`src/rtl/sd_pkg.sv`:
```
// sd_pkg: SD CMD-line command indices, CRC7 polynomial, frame length and FSM/response enums
package sd_pkg;
  localparam logic [5:0] CMD0  = 6'd0;
  localparam logic [5:0] CMD2  = 6'd2;
  localparam logic [5:0] CMD8  = 6'd8;
  localparam logic [5:0] CMD9  = 6'd9;
  localparam logic [5:0] CMD10 = 6'd10;
  localparam logic [5:0] CMD41 = 6'd41;
  localparam logic [5:0] CMD55 = 6'd55;
  localparam logic [6:0] CRC7_POLY = 7'h09;
  localparam int FRAME_LEN = 48;
  typedef enum logic [1:0] {NONE, R1, R3, R7} rsp_t;
  typedef enum logic [2:0] {IDLE, RX, CHECK, NCR, TX} state_t;
endpackage

```
`src/rtl/sd_crc7.sv`:
```
// sd_crc7: serial CRC7 (x^7+x^3+1), one bit per enable, synchronous clear
module sd_crc7
  import sd_pkg::*;
(
  input  logic       clk_i,
  input  logic       rst_i,
  input  logic       clr_i,
  input  logic       en_i,
  input  logic       din_i,
  output logic [6:0] crc_o
);
  logic [6:0] crc_q, crc_d;
  always_comb crc_d = clr_i ? 7'h00 : en_i ? ({crc_q[5:0], 1'b0} ^ ((din_i ^ crc_q[6]) ? CRC7_POLY : 7'h00)) : crc_q;
  always_ff @(posedge clk_i or posedge rst_i)
    if (rst_i) crc_q <= '0;
    else crc_q <= crc_d;
  assign crc_o = crc_q;
endmodule

```
`src/rtl/sd_cmd_responder.sv`:
```
// sd_cmd_responder: SD CMD-line card emulator answering R1/R3/R7 on SDCLK falls.
// Define SD_CMD_RESPONDER_CRC_CHECK_EN to drop frames whose CRC7 mismatches (pulses crc_err_o).
module sd_cmd_responder
  import sd_pkg::*;
#(
  parameter int         NCR_CYCLES    = 2,
  parameter logic [3:0] VHS_SUPPORTED = 4'b0001
)(
  input  logic        clk_i,
  input  logic        rst_i,
  input  logic        sdclk_i,
  input  logic        cmd_i,
  output logic        cmd_o,
  output logic        cmd_oe_o,
  input  logic [31:0] card_status_i,
  input  logic [31:0] ocr_i,
  output logic        cmd_valid_o,
  output logic [5:0]  cmd_index_o,
  output logic [31:0] cmd_arg_o,
  output logic        crc_err_o,
  output logic        busy_o
);
  localparam logic [6:0] NCR_LAST = 7'(NCR_CYCLES - 1);
  state_t state_q, state_d;
  rsp_t rsp_q, rsp_d, rsp_sel;
  logic [1:0] sck_sync_q, cmd_sync_q;
  logic sck_prev_q;
  logic [FRAME_LEN-1:0] sh_q, sh_d, rsp_frame;
  logic [6:0] cnt_q, cnt_d, tx_crc;
  logic [5:0] idx_q, idx_d, rx_idx;
  logic [31:0] arg_q, arg_d, rx_arg;
  logic app_q, app_d, cmd_q, cmd_d, oe_q, oe_d, valid_q, valid_d, err_q, err_d;
  logic rise, fall, cmd_s, framed, crc_bad, accept, tx_bit;
  assign cmd_s  = cmd_sync_q[1];
  assign rise   = sck_sync_q[1] & ~sck_prev_q;
  assign fall   = ~sck_sync_q[1] & sck_prev_q;
  assign rx_idx = sh_q[45:40];
  assign rx_arg = sh_q[39:8];
  assign framed = sh_q[46] & sh_q[0];
`ifdef SD_CMD_RESPONDER_CRC_CHECK_EN
  logic [6:0] rx_crc;
  sd_crc7 u_rx_crc (
    .clk_i(clk_i), .rst_i(rst_i), .clr_i(state_q == IDLE),
    .en_i(state_q == RX && rise && cnt_q < 7'd40), .din_i(cmd_s), .crc_o(rx_crc)
  );
  assign crc_bad = rx_crc != sh_q[7:1];
`else
  assign crc_bad = 1'b0;
`endif
  assign accept = framed & ~crc_bad;
  // CRC is accumulated while bits 47..8 go out, so it is ready by bit 40
  sd_crc7 u_tx_crc (
    .clk_i(clk_i), .rst_i(rst_i), .clr_i(state_q != TX),
    .en_i(state_q == TX && fall && cnt_q < 7'd40), .din_i(sh_q[47]), .crc_o(tx_crc)
  );
  assign rsp_sel = (rx_idx == CMD0 || rx_idx == CMD2 || rx_idx == CMD9 || rx_idx == CMD10) ? NONE :
                   (rx_idx == CMD8) ? ((rx_arg[11:8] == VHS_SUPPORTED) ? R7 : NONE) :
                   (rx_idx == CMD41 && app_q) ? R3 : R1;
  assign rsp_frame = (rsp_sel == R7) ? {2'b00, CMD8, 20'd0, rx_arg[11:0], 8'hFF} :
                     (rsp_sel == R3) ? {2'b00, 6'h3F, ocr_i, 8'hFF} :
                                       {2'b00, rx_idx, card_status_i, 8'hFF};
  assign tx_bit = (rsp_q != R3 && cnt_q >= 7'd40 && cnt_q <= 7'd46) ? tx_crc[3'd6 - cnt_q[2:0]] : sh_q[47];
  always_ff @(posedge clk_i or posedge rst_i)
    if (rst_i) begin
      state_q <= IDLE; rsp_q <= NONE; sck_sync_q <= '0; sck_prev_q <= 1'b0; cmd_sync_q <= '1;
      sh_q <= '0; cnt_q <= '0; idx_q <= '0; arg_q <= '0; app_q <= 1'b0;
      cmd_q <= 1'b1; oe_q <= 1'b0; valid_q <= 1'b0; err_q <= 1'b0;
    end else begin
      state_q <= state_d; rsp_q <= rsp_d; sck_sync_q <= {sck_sync_q[0], sdclk_i};
      sck_prev_q <= sck_sync_q[1]; cmd_sync_q <= {cmd_sync_q[0], cmd_i};
      sh_q <= sh_d; cnt_q <= cnt_d; idx_q <= idx_d; arg_q <= arg_d; app_q <= app_d;
      cmd_q <= cmd_d; oe_q <= oe_d; valid_q <= valid_d; err_q <= err_d;
    end
  always_comb begin
    state_d = state_q;
    case (state_q)
      IDLE:    if (rise && !cmd_s) state_d = RX;
      RX:      if (rise && cnt_q == 7'd47) state_d = CHECK;
      CHECK:   state_d = (accept && rsp_sel != NONE) ? NCR : IDLE;
      NCR:     if (fall && cnt_q == NCR_LAST) state_d = TX;
      TX:      if (fall && cnt_q == 7'd48) state_d = IDLE;
      default: state_d = IDLE;
    endcase
  end
  always_comb begin
    sh_d = sh_q; cnt_d = cnt_q; idx_d = idx_q; arg_d = arg_q; app_d = app_q; rsp_d = rsp_q;
    cmd_d = cmd_q; oe_d = oe_q; valid_d = 1'b0; err_d = 1'b0;
    case (state_q)
      IDLE: if (rise && !cmd_s) begin
        sh_d = {sh_q[46:0], cmd_s};
        cnt_d = 7'd1;
      end
      RX: if (rise) begin
        sh_d = {sh_q[46:0], cmd_s};
        cnt_d = cnt_q + 7'd1;
      end
      CHECK: begin
        cnt_d = '0;
        valid_d = accept;
        err_d = framed & crc_bad;
        if (accept) begin
          idx_d = rx_idx; arg_d = rx_arg; app_d = rx_idx == CMD55; rsp_d = rsp_sel; sh_d = rsp_frame;
        end
      end
      NCR: if (fall) cnt_d = (cnt_q == NCR_LAST) ? '0 : cnt_q + 7'd1;
      TX: if (fall) begin
        oe_d = cnt_q != 7'd48;
        cmd_d = (cnt_q == 7'd48) ? 1'b1 : tx_bit;
        sh_d = {sh_q[46:0], 1'b0};
        cnt_d = cnt_q + 7'd1;
      end
      default: ;
    endcase
  end
  assign cmd_o       = cmd_q;
  assign cmd_oe_o    = oe_q;
  assign cmd_valid_o = valid_q;
  assign cmd_index_o = idx_q;
  assign cmd_arg_o   = arg_q;
  assign crc_err_o   = err_q;
  assign busy_o      = state_q != IDLE;
endmodule

```
`config.mk`:
```
export PLATFORM = sky130hd
export DESIGN_NAME = sd_cmd_responder
export DESIGN_NICKNAME = d
export VERILOG_FILES = /design/src/rtl/sd_pkg.sv /design/src/rtl/sd_crc7.sv /design/src/rtl/sd_cmd_responder.sv
export SDC_FILE = /design/constraint.sdc
export NUM_CORES = 1
export LEC_CHECK = 0
export CORE_ASPECT_RATIO = 0.75
export CORE_UTILIZATION = 50
export DETAILED_ROUTE_END_ITERATION = 10
export GPL_TIMING_DRIVEN = 0
export PLACE_DENSITY = 0.78
export SLEW_MARGIN = 20
export SYNTH_ARGS = -nofsm -noshare
export SYNTH_HDL_FRONTEND = slang
export SYNTH_HIERARCHICAL = 1
export SYNTH_SLANG_ARGS = --single-unit
```
`constraint.sdc`:
```
create_clock -name clk_i -period 6.2 [get_ports clk_i]
set_input_delay 1.24 -clock clk_i [delete_from_list [all_inputs] [get_ports clk_i]]
set_output_delay 1.24 -clock clk_i [all_outputs]
set_load 0.005 [all_outputs]
```
Yosys cells after proc, flatten, opt, wreduce, memory -nomap -nowiden

Cells that the tools add are included.

Register bits: 114
Bits of input ports: 68
Output and inout port bits: 43
Word-level logic and storage cells: 117

Add/sub/neg operators: 2
$lt $le $gt $ge: 4
Equality and inequality tests: 29
Multiplexer cells: 31
Bitwise logic cells: 7
Reductions and logical operators: 28

Operators with widths:

| operator                                                                            | count |
|---|---|
| 48-bit 2-to-1 mux                                                                   | 4 |
| 48-bit case mux with 4 select lines                                                 | 1 |
| 46-bit 2-to-1 mux                                                                   | 2 |
| 7-bit 2-to-1 mux                                                                    | 7 |
| 7-bit case mux with 5 select lines                                                  | 1 |
| 6-bit by 4-bit == test with 1-bit output, second input constant                     | 3 |
| 2-bit inequality test, second input constant                                        | 9 |
| 3-bit case mux with 5 select lines                                                  | 1 |
| 7-bit by 6-bit == test with 1-bit output, second input constant                     | 2 |
| 6-bit == test, second input constant                                                | 2 |
| 3-bit 2-to-1 mux                                                                    | 4 |
| 6-bit AND reduction                                                                 | 2 |
| 1-bit logical AND                                                                   | 10 |
| 2-bit 2-to-1 mux                                                                    | 5 |
| 5-bit AND reduction                                                                 | 2 |
| 7-bit by 1-bit adder with 7-bit output, second input constant                       | 1 |
| 7-bit by 1-bit == test with 1-bit output, second input constant                     | 1 |
| 7-bit by 6-bit greater-or-equal comparator with 1-bit output, second input constant | 1 |
| 7-bit by 6-bit <= comparator with 1-bit output, second input constant               | 1 |
| 7-bit by 6-bit < comparator with 1-bit output, second input constant                | 1 |
| 7-bit by 6-bit inequality test with 1-bit output, second input constant             | 1 |
| 7-bit bitwise XOR                                                                   | 1 |
| 3-bit by 2-bit == test with 1-bit output, second input constant                     | 2 |
| 6-bit by 2-bit == test with 1-bit output, second input constant                     | 1 |
| other kinds (24)                                                                    | 36 |

Logic depth before layout (Yosys ltp)

Gate-level depths: netlist of the first run.

Word-level depth: 10
Gate-level depth with buffers: 9
Depth with buffers taken out: 7

Hierarchy

Netlist of the first run, hierarchy kept.

Modules (own cells, without submodules):

| module           | times used | cells each | area an instance (um^2) | sequential area each (um^2) |
|---|---|---|---|---|
| sd_cmd_responder | 1          | 457        | 5180.0                  | 2681.3 |
| sd_crc7          | 1          | 29         | 311.5                   | 175.2 |

Least setup slack after synthesis of the first run

No wires, ideal clock.

Kind: reg-to-output
Start: register state_q[1]
End: output busy_o
Arrival: 0.787 ns
Data required time: 4.960 ns
Path slack: 4.173 ns
Cell stages (with the launch flop): 4
Path buffers: 1
Cell sequence: dfrtp_1 -> buf_2 -> nor2_1 -> nand2_1

Cells in the longest elaborated chain, start to end: 1

Ends and longest elaborated chain:

| what                   | RTL line                | text |
|---|---|---|
| start, declared        | sd_cmd_responder.sv:24  | `state_t state_q, state_d;` |
| start signal, assigned | sd_cmd_responder.sv:69  | `state_q <= state_d; rsp_q <= rsp_d; sck_sync_q <= {sck_sync_q[0], sdclk_i};` |
| 3-bit nonzero test     | sd_cmd_responder.sv:121 | `assign busy_o = state_q != IDLE;` |
| end, declared          | sd_cmd_responder.sv:21  | `output logic busy_o` |

No other way between the ends.

Final worst setup path of the first run

Same ends and word-level chain as after synthesis.

==> results of run 1 <==
## how the worst max path moves through the flow
| stage | start | slack, ns | to | depth (start not counted) |
|---|---|---|---|---|
| 3_5_place_dp | state_q[1]$_DFFE_PP0P_ | 3.57 | busy_o | 4 |
| 5_1_grt | state_q[1]$_DFFE_PP0P_ | 3.07 | busy_o | 4 |
| 3_3_place_gp | rst_i | 0.64 | cmd_arg_o[3]$_DFFE_PP0P_ | 2 |
| 2_1_floorplan | rst_i | 2.15 | app_q$_DFFE_PP0P_ | 1 |
| 4_1_cts | state_q[1]$_DFFE_PP0P_ | 3.14 | busy_o | 4 |
| 6_report | state_q[1]$_DFFE_PP0P_ | 3.15 | busy_o | 4 |
## final cells by class
class,instances,area [um2]
sequential,114,2860
timing repair buffer,110,1120
fill,761,3090
clock buffer,18,439
tap,136,170
multi-input combinational,322,2360
buffer,33,210
inverter,17,68.8
clock inverter,14,178
## synth_stat cells, types with 2 or more instances
| cell type | number |
|---|---|
| nand4_1 | 4 |
| inv_1 | 17 |
| nand2b_1 | 5 |
| nor2b_1 | 3 |
| o21a_1 | 2 |
| buf_6 | 3 |
| nor3b_1 | 3 |
| clkbuf_4 | 2 |
| mux2_2 | 44 |
| mux2_1 | 16 |
| clkbuf_1 | 5 |
| o32a_1 | 2 |
| o22a_1 | 3 |
| nand2_1 | 20 |
| a21oi_1 | 24 |
| o21ai_0 | 14 |
| a31oi_1 | 3 |
| buf_2 | 12 |
| nand3_1 | 20 |
| ha_1 | 3 |
| a22oi_1 | 20 |
| xnor2_1 | 2 |
| buf_4 | 11 |
| nor3_1 | 6 |
| o22ai_1 | 5 |
| nor2_1 | 53 |
| mux2i_1 | 18 |
| dfstp_2 | 3 |
| a21oi_2 | 14 |
| a22o_1 | 2 |
| o221a_1 | 11 |
| dfrtp_1 | 111 |
## where the power goes
group          switching [W]  leakage, nW  internal (W)
clock network       0.000366        0.301      0.000647
registers           0.000154         1.36      0.000886
logic               0.000258         1.38      0.000244
## logic make-up after synthesis
| group | share of synthesized area |
|---|---|
| XOR/XNOR | 0.00319 |
| multiplexers | 0.160 |
| AO/OA/AOI/OAI | 0.145 |
| AND/OR/NAND/NOR | 0.114 |
| buffers and inverters | 0.0499 |
| other | 0.000683 |
| adder cells (fa/ha/maj) | 0.00684 |
| flip-flops | 0.520 |
## worst max-delay path: cells and delay by family, from the launching register on
family / cells / cell delay, ns
buf+inv: 2 / 0.64
flops: 1 / 0.35
simple gates: 2 / 0.41
## routing by layer
metal / track usage / wire length [um]
met4: 0.100 / 214
met5: 0 / 0
met2: 0.404 / 6550
met1: 0.352 / 6210
met3: 0.0671 / 945
## flip-flops by register name, summed over array words and instances, names as in the netlist
name / flops
cmd_valid_o: 1
cnt_q: 7
cmd_o: 1
state_q: 3
app_q: 1
sck_prev_q: 1
cmd_oe_o: 1
cmd_sync_q: 2
sh_q: 48
sck_sync_q: 2
u_tx_crc/crc_o: 7
cmd_arg_o: 32
rsp_q: 2
cmd_index_o: 6
## through the flow
step / instances / util
2_1_floorplan: 486 / -
3_3_place_gp: 731 / 0.644
3_5_place_dp: 732 / 0.647
4_1_cts: 764 / 0.706
5_1_grt: 764 / 0.706
6_report: 764 / 0.706
==> reports/qor.csv, run 1 <==
stage,metric,value,unit
status,status,completed,
synth,Mapped Cells,486,
synth,Synth Register Bits,114,
clocking,Hold Buf Count CTS,0,
sta,Hold WS,0.356,ns
worst_hold_path,Worst Hold End,cmd_sync_q[1]$_DFF_PP1_,
setup_path,Worst Path Required,4.96,ns
sta,period utilization,0.492,
power_and_ir_drop,Power Density,345,nW/um2
global_route,vias in the first global route,4432,
synth,"EDFF count, synth",0,
sta,Final Setup Violations,0,
worst_hold_path,hold depth,0,
power_and_ir_drop,total power draw,0.00256,W
detailed_routing,DR vias,4401,
clocking,latest clock arrival within the worst-skew pair,0.42,ns
detailed_routing,Vias/cell,5.76,
sta,final worst setup slack,3.15,ns
sta,final hold vios,0,
die,Core ar.,10500,um2
setup_path,slowest CP cell,clkdlybuf4s50_1,
detailed_routing,WL final,13900,um
clocking,Clock Path Buffers,2,
detailed_routing,routed len/inst,18.2,um
clocking,CTS Sinks,114,
cells_and_area,"commonest non-fill, non-tap cell in the layout",dfrtp_1,
cells_and_area,post-route cell area,7400,um2
placed_design,Post-Place Setup Slack,3.57,ns
clocking,Root Buffer,clkbuf_16,
sta,Max Freq,328,MHz
clocking,CTS tree,done,
synth,post-synthesis sequential area ratio,0.520,
detailed_routing,DRC viols,0,
setup_path,Crit Path Class,register to primary output,
setup_path,r2r endpoint,sh_q[20]$_DFFE_PP0P_,
sta,TNS Setup,0,ns
setup_path,critical-path maximum fanout,10,
die,die height,92.8,um
synth,asr flop ratio synth,1.00,
detailed_routing,initial DRC count,263,
cells_and_area,synthesis-to-layout area growth,34.8,%
die,Initial Util,0.523,
cells_and_area,fraction of layout cells with a size suffix above 1,0.209,
worst_hold_path,Hold WC Path Type,register to register,
sta,unrepaired setup endpoints after global routing,no,
synth,Mean Syn Cell Area,11.3,um2
setup_path,FF-to-FF Start,sh_q[41]$_DFFE_PP0P_,
sta,Worst Skew,0.00888,ns
die,row cnt,32,
sta,minimum clock period after layout,3.05,ns
die,DIE WIDTH,123,um
detailed_routing,Initial DRT Pass Iterations,4,
clocking,post_cts resized,0,
run,max-cap violations,0,
worst_hold_path,hold_sp,cmd_sync_q[0]$_DFF_PP1_,
die,Ports,111,
setup_path,Critical Path Max Stage Delay,0.47,ns
placed_design,Port Buffers,109,
global_route,largest net degree at the start of global routing,72,
setup_path,critical-path cell list,buf_2 > nor2_1 > nand2_1 > clkdlybuf4s50_1,
global_route,first-pass GRT wire length,22200,um
synth,Area contributors post-synth,"dfrtp_1 (51%), mux2_2 (9.0%), nor2_1 (3.6%), mux2i_1 (3.3%), mux2_1 (3.3%)",
global_route,grt ovf,0,
sta,Slew Limit Fails,0,
synth,Synth Warn #,6,
clocking,CTS Buf Count,17,
setup_path,crit path DAT,1.81,ns
clocking,Clock Pin Slew Worst Setup and Hold Paths,0.06,ns
setup_path,FF-to-FF path depth,6,
sta,Slew HR,0.465,
cells_and_area,n_diodes,0,
die,Die ar.,11400,um2
setup_path,Reg2Reg Setup Slack,3.82,ns
cells_and_area,"commonest non-fill, non-tap cells in the layout","dfrtp_1 (111), clkdlybuf4s50_1 (109), nor2_1 (53)",
placed_design,DP Area,6790,um2
detailed_routing,Post-DRT Antenna Nets,0,
setup_path,CP endpoint kind,primary output,
cells_and_area,number of nets in the layout,686,
power_and_ir_drop,Lkg Pwr,3.04,nW
setup_path,Worst setup SP type,register,
synth,mapped cell area,5490,um2
synth,leading area contributor after synthesis,dfrtp_1,
global_route,Tot GR Track Use,0.261,
clocking,Post CTS Setup Buffer Count,0,
placed_design,final HPWL from detailed placement,9640,um
sta,Worst-Margin Slew,0.796,ns
synth,unique cell type count in the Yosys netlist,57,
power_and_ir_drop,peak supply drop,0.000220,V
global_route,initial antenna violation count,0,
synth,Syn Nets,557,
synth,post-synth top area share,0.506,
placed_design,Routability Congestion,0.839,
clocking,htree depth,4,
synth,dominant synthesized flop cell,dfrtp_1,
Note: power is estimated with default switching activity, not from simulation.
==> run 2: changes to the inputs <==
clock period = 3.01 ns   (was 6.2 ns; I/O delays follow)
==> reports/qor.csv, run 2 (same netlist as run 1, synthesis figures left out) <==
stage,metric,value,unit,change
detailed_routing,Initial DRT Pass Iterations,4,,unchanged
sta,Worst-Margin Slew,0.772,ns,-0.0248 ns
clocking,CTS tree,done,,
cells_and_area,Largest register FFs,48,,unchanged
clocking,Post CTS Setup Buffer Count,0,,unchanged
clocking,Clock Pin Slew Worst Setup and Hold Paths,0.06,ns,about the same
placed_design,Routability Congestion,0.836,,-0.32%
clocking,CTS Buf Count,17,,unchanged
setup_path,critical-path cell list,buf_2 > nor2_1 > nand2_1 > clkdlybuf4s50_1,,
clocking,htree depth,4,,unchanged
detailed_routing,Post-DRT Antenna Nets,0,,unchanged
setup_path,Worst setup SP type,register,,
placed_design,Port Buffers,109,,unchanged
power_and_ir_drop,total power draw,0.00526,W,+110%
die,Initial Util,0.523,,unchanged
sta,period utilization,0.794,,
cells_and_area,"commonest non-fill, non-tap cells in the layout","dfrtp_1 (111), clkdlybuf4s50_1 (109), nor2_1 (53)",,
setup_path,crit path DAT,1.79,ns,-0.02 ns
sta,Slew Limit Fails,0,,unchanged
run,max-cap violations,0,,unchanged
power_and_ir_drop,peak supply drop,0.000439,V,+99%
global_route,initial antenna violation count,0,,unchanged
cells_and_area,fraction of layout cells with a size suffix above 1,0.211,,+0.00251
setup_path,slowest CP cell,clkdlybuf4s50_1,,
cells_and_area,"commonest non-fill, non-tap cell in the layout",dfrtp_1,,
die,die height,92.8,um,unchanged
global_route,largest net degree at the start of global routing,36,,-50%
cells_and_area,n_diodes,0,,unchanged
detailed_routing,initial DRC count,304,,+16%
cells_and_area,post-route cell area,7430,um2,+0.41%
power_and_ir_drop,Lkg Pwr,3.05,nW,+0.25%
die,DIE WIDTH,123,um,unchanged
setup_path,critical-path maximum fanout,10,,unchanged
die,row cnt,32,,unchanged
cells_and_area,synthesis-to-layout area growth,35.3,%,
global_route,vias in the first global route,4347,,-1.9%
clocking,Hold Buf Count CTS,0,,unchanged
clocking,post_cts resized,0,,unchanged
die,Ports,111,,unchanged
sta,minimum clock period after layout,2.39,ns,
cells_and_area,fillers,796,,+4.6%
status,status,completed,,
global_route,grt ovf,0,,unchanged
worst_hold_path,Hold WC Path Type,register to register,,
sta,unrepaired setup endpoints after global routing,no,,
sta,TNS Setup,0,ns,unchanged
clocking,latest clock arrival within the worst-skew pair,0.41,ns,about the same
sta,Max Freq,418,MHz,
detailed_routing,WL final,13500,um,-3.2%
global_route,Tot GR Track Use,0.253,,-0.00789
sta,final hold vios,0,,unchanged
setup_path,Critical Path Max Stage Delay,0.46,ns,about the same
detailed_routing,Vias/cell,5.67,,-1.6%
global_route,first-pass GRT wire length,21900,um,-1.3%
cells_and_area,number of nets in the layout,688,,+0.29%
setup_path,worst path bufs/invs,2,,unchanged
detailed_routing,routed len/inst,17.6,um,-3.5%
clocking,Clock Path Buffers,2,,unchanged
placed_design,final HPWL from detailed placement,9630,um,about the same
die,Core ar.,10500,um2,unchanged
power_and_ir_drop,Power Density,708,nW/um2,+110%
detailed_routing,DR vias,4341,,-1.4%
setup_path,Worst Path Required,2.41,ns,-2.55 ns
sta,Slew HR,0.482,,+0.0167
detailed_routing,DRC viols,0,,unchanged
setup_path,CP endpoint kind,primary output,,
setup_path,family with the most delay on the worst path,buffers and inverters,,
setup_path,Crit Path Class,register to primary output,,
cells_and_area,Biggest register,sh_q,,
placed_design,DP Area,6820,um2,+0.46%
die,Die ar.,11400,um2,unchanged
clocking,CTS Sinks,114,,unchanged
clocking,Root Buffer,clkbuf_16,,
sta,Final Setup Violations,0,,unchanged
sta,Worst Skew,0.00825,ns,-0.000634 ns
-- run 2: cell types whose count changed in the layout (fill, tap and decap cells not counted), sizes merged --
cell,before,now
buf,27,29
clkinv,7,5
clkinvlp,1,3
-- run 2: where the power goes --
part           switching (W)  internal, W  total, W
clock network       0.000756      0.00133   0.00209
logic               0.000523     0.000507   0.00103
registers           0.000319      0.00183   0.00214
total                0.00160      0.00367   0.00526
-- run 2: per-stage QoR --
stage / hold slack [ns] / std cells / setup WS (ns) / util
after floorplan: 0.331 / 486 / 1.06 / -
after global placement: 0.347 / 731 / 0.0833 / 0.644
after detailed placement: 0.348 / 734 / 0.616 / 0.650
after CTS: 0.357 / 766 / 0.604 / 0.708
after global routing: 0.364 / 766 / 0.523 / 0.708
final: 0.358 / 766 / 0.620 / 0.708
-- run 2: final cells by class --
type	count	area, um2	area share
clock inverter	14	176	0.0237
multi-input combinational	322	2360	0.318
sequential	114	2860	0.384
clock buffer	18	439	0.0591
timing repair buffer	112	1150	0.155
inverter	17	67.6	0.00909
buffer	33	210	0.0283
tap	136	170	0.0229
-- run 2: metal layers --
metal | wire [um] | share of wire | track usage
met5 | 0 | 0 | 0
met4 | 76 | 0.0056 | 0.0582
met3 | 790 | 0.059 | 0.0720
met2 | 6330 | 0.47 | 0.394
met1 | 6280 | 0.47 | 0.351
-- run 2: path summary, 6_finish.rpt --
| check | endpoint | depth (start not counted) | start | slack (ns) |
|---|---|---|---|---|
| worst max register to register | sh_q[20]$_DFFE_PP0P_ | 6 | sh_q[41]$_DFFE_PP0P_ | 0.63 |
| max in group asynchronous | cmd_sync_q[0]$_DFF_PP1_ | 4 | rst_i | 1.66 |
| min in group asynchronous | u_tx_crc/crc_o[4]$_DFFE_PP0P_ | 2 | rst_i | 0.50 |
| worst min-delay path | cmd_sync_q[1]$_DFF_PP1_ | 0 | cmd_sync_q[0]$_DFF_PP1_ | 0.36 |
| worst min register to register | cmd_sync_q[1]$_DFF_PP1_ | 0 | cmd_sync_q[0]$_DFF_PP1_ | 0.36 |
| worst max-delay path | busy_o | 4 | state_q[1]$_DFFE_PP0P_ | 0.62 |
==> run 3: changes to the inputs <==
CORE_UTILIZATION = 47   (was 50)
PLACE_DENSITY = 0.77   (was 0.78)
clock period = 2.1 ns   (was 3.01 ns; I/O delays follow)
==> reports/qor.csv, run 3 (same netlist as run 1, synthesis figures left out) <==
stage,metric,value,unit,change
power_and_ir_drop,Lkg Pwr,3.06,nW,+0.36%
sta,minimum clock period after layout,2.04,ns,
power_and_ir_drop,Power Density,989,nW/um2,+40%
run,max-cap violations,0,,unchanged
cells_and_area,Layout Cells excl Fill,775,,+1.2%
setup_path,Reg2Reg Setup Slack,0.06,ns,-0.57 ns
global_route,grt ovf,0,,unchanged
detailed_routing,DR vias,4302,,-0.90%
cells_and_area,"commonest non-fill, non-tap cells in the layout","clkdlybuf4s50_1 (109), dfrtp_1 (108), nor2_1 (51)",,
setup_path,critical-path maximum fanout,10,,unchanged
cells_and_area,number of nets in the layout,693,,+0.73%
clocking,CTS tree,done,,
sta,Slew Limit Fails,0,,unchanged
clocking,Root Buffer,clkbuf_16,,
cells_and_area,"commonest non-fill, non-tap cell in the layout",clkdlybuf4s50_1,,
die,Die ar.,12100,um2,+6.3%
die,die height,95.6,um,+3.1%
global_route,initial antenna violation count,0,,unchanged
detailed_routing,WL final,13600,um,+1.1%
power_and_ir_drop,total power draw,0.00742,W,+41%
setup_path,r2r endpoint,cmd_arg_o[23]$_DFFE_PP0P_,,
detailed_routing,Post-DRT Antenna Nets,0,,unchanged
worst_hold_path,Hold WC Path Type,input pin to async pin,,
cells_and_area,n_diodes,0,,unchanged
placed_design,DP Area,6830,um2,+0.18%
clocking,CTS Sinks,114,,unchanged
setup_path,CP endpoint kind,primary output,,
sta,Max Freq,491,MHz,
detailed_routing,Vias/cell,5.55,,-2.0%
setup_path,Critical Path Max Stage Delay,0.45,ns,about the same
sta,Hold WS,0.323,ns,-0.0349 ns
placed_design,Post-Place Setup Slack,-0.290,ns,-0.906 ns
setup_path,Worst setup SP type,register,,
cells_and_area,synthesis-to-layout area growth,36.6,%,
setup_path,Worst Path Required,1.68,ns,-0.73 ns
power_and_ir_drop,peak supply drop,0.000732,V,+67%
clocking,htree depth,4,,unchanged
clocking,Clock Path Buffers,2,,unchanged
sta,Worst Skew,0.00868,ns,+0.000425 ns
sta,final worst setup slack,0.0635,ns,-0.557 ns
sta,Slew HR,0.573,,+0.0916
die,Initial Util,0.493,,-0.0309
setup_path,cell depth of the worst setup path,4,,unchanged
placed_design,Port Buffers,109,,unchanged
global_route,largest net degree at the start of global routing,36,,unchanged
sta,period utilization,0.970,,
cells_and_area,Largest register FFs,48,,unchanged
detailed_routing,DRC viols,0,,unchanged
cells_and_area,post-route cell area,7500,um2,+0.93%
setup_path,family with the most delay on the worst path,buffers and inverters,,
die,row cnt,33,,+3.1%
setup_path,FF-to-FF Start,state_q[0]$_DFFE_PP0P_,,
global_route,Tot GR Track Use,0.242,,-0.0110
global_route,vias in the first global route,4449,,+2.3%
detailed_routing,initial DRC count,285,,-6.3%
global_route,first-pass GRT wire length,22300,um,+1.5%
setup_path,worst path bufs/invs,3,,+1
clocking,Hold Buf Count CTS,0,,unchanged
die,Core ar.,11100,um2,+6.3%
die,Ports,111,,unchanged
setup_path,FF-to-FF path depth,6,,unchanged
clocking,Clock Pin Slew Worst Setup and Hold Paths,0.06,ns,about the same
setup_path,crit path DAT,1.62,ns,-0.17 ns
sta,final hold vios,0,,unchanged
sta,unrepaired setup endpoints after global routing,no,,
detailed_routing,Initial DRT Pass Iterations,4,,unchanged
setup_path,critical-path cell list,buf_4 > inv_1 > nand2_1 > clkdlybuf4s50_1,,
setup_path,slowest CP cell,clkdlybuf4s50_1,,
sta,Worst-Margin Slew,0.634,ns,-0.137 ns
status,status,completed,,
placed_design,Routability Congestion,0.870,,+4.0%
clocking,CTS Buf Count,17,,unchanged
die,DIE WIDTH,127,um,+3.1%
cells_and_area,fraction of layout cells with a size suffix above 1,0.236,,+0.0251
setup_path,Crit Path Class,register to primary output,,
placed_design,final HPWL from detailed placement,9680,um,+0.49%
sta,Final Setup Violations,0,,unchanged
placed_design,DP Cell Count,738,,+0.54%
clocking,latest clock arrival within the worst-skew pair,0.41,ns,about the same
detailed_routing,routed len/inst,17.6,um,about the same
cells_and_area,Biggest register,sh_q,,
run 3: cell types whose count changed in the layout (fill, tap and decap cells not counted), moves of 2 or more:
| cell | before | now |
|---|---|---|
| clkinv_4 | 3 | 0 |
| clkbuf_4 | 2 | 5 |
| clkbuf_2 | 0 | 3 |
| clkinvlp_4 | 3 | 7 |
| clkbuf_1 | 5 | 3 |
| nor2_4 | 1 | 3 |
| nor2_1 | 53 | 51 |
| dfrtp_1 | 111 | 108 |
| dfrtp_2 | 0 | 3 |
| buf_4 | 11 | 17 |
| buf_2 | 12 | 8 |
run 3: layout make-up:
type	count	area (um2)
Inverter	17	67.6
Multi-Input combinational cell	322	2390
Tap cell	140	175
Timing Repair Buffer	117	1200
Clock buffer	18	429
Sequential cell	114	2860
Buffer	33	224
Fill cell	850	3650
Clock inverter	14	154
run 3: report_power, final:
part	internal, W	switching [W]	leakage [nW]
Sequential	0.00262	0.000455	1.36
Clock	0.00176	0.00107	0.266
Combinational	0.000749	0.000758	1.44
run 3: timing repair:
| action | 4_1_cts | 5_1_grt |
|---|---|---|
| hold endpoints to repair | 0 | 0 |
| pin swaps | 2 | 2 |
| setup endpoints to repair | 34 | 86 |
| resized for setup | 3 | 20 |
| setup buffers | 3 | 2 |
run 3: metal layers:
| layer | track usage | vias up | wire (um) |
|---|---|---|---|
| met3 | 0.0696 | 14 | 823 |
| met2 | 0.388 | 139 | 6520 |
| met1 | 0.313 | 2125 | 6150 |
| met4 | 0.0972 | 0 | 126 |
| li1 | - | 2024 | - |
| met5 | 0 | - | 0 |
run 3: worst max-delay path by stage:
stage,from,end,slack (ns)
after floorplan,sh_q[41]$_DFFE_PP0P_,sh_q[20]$_DFFE_PP0P_,0.15
after global placement,rst_i,cmd_arg_o[26]$_DFFE_PP0P_,-0.62
after detailed placement,sh_q[41]$_DFFE_PP0P_,sh_q[20]$_DFFE_PP0P_,-0.29
after CTS,state_q[1]$_DFFE_PP0P_,cmd_arg_o[23]$_DFFE_PP0P_,-0.006
after global routing,state_q[1]$_DFFE_PP0P_,cmd_arg_o[16]$_DFFE_PP0P_,0.009
final,state_q[2]$_DFFE_PP0P_,busy_o,0.06
run 3: through the flow:
step            util  TNS (ns)
3_5_place_dp   0.613     -4.21
6_report       0.673         0
4_1_cts        0.668  -0.00900
3_3_place_gp   0.607    -68.50
2_1_floorplan      -         0
5_1_grt        0.673         0
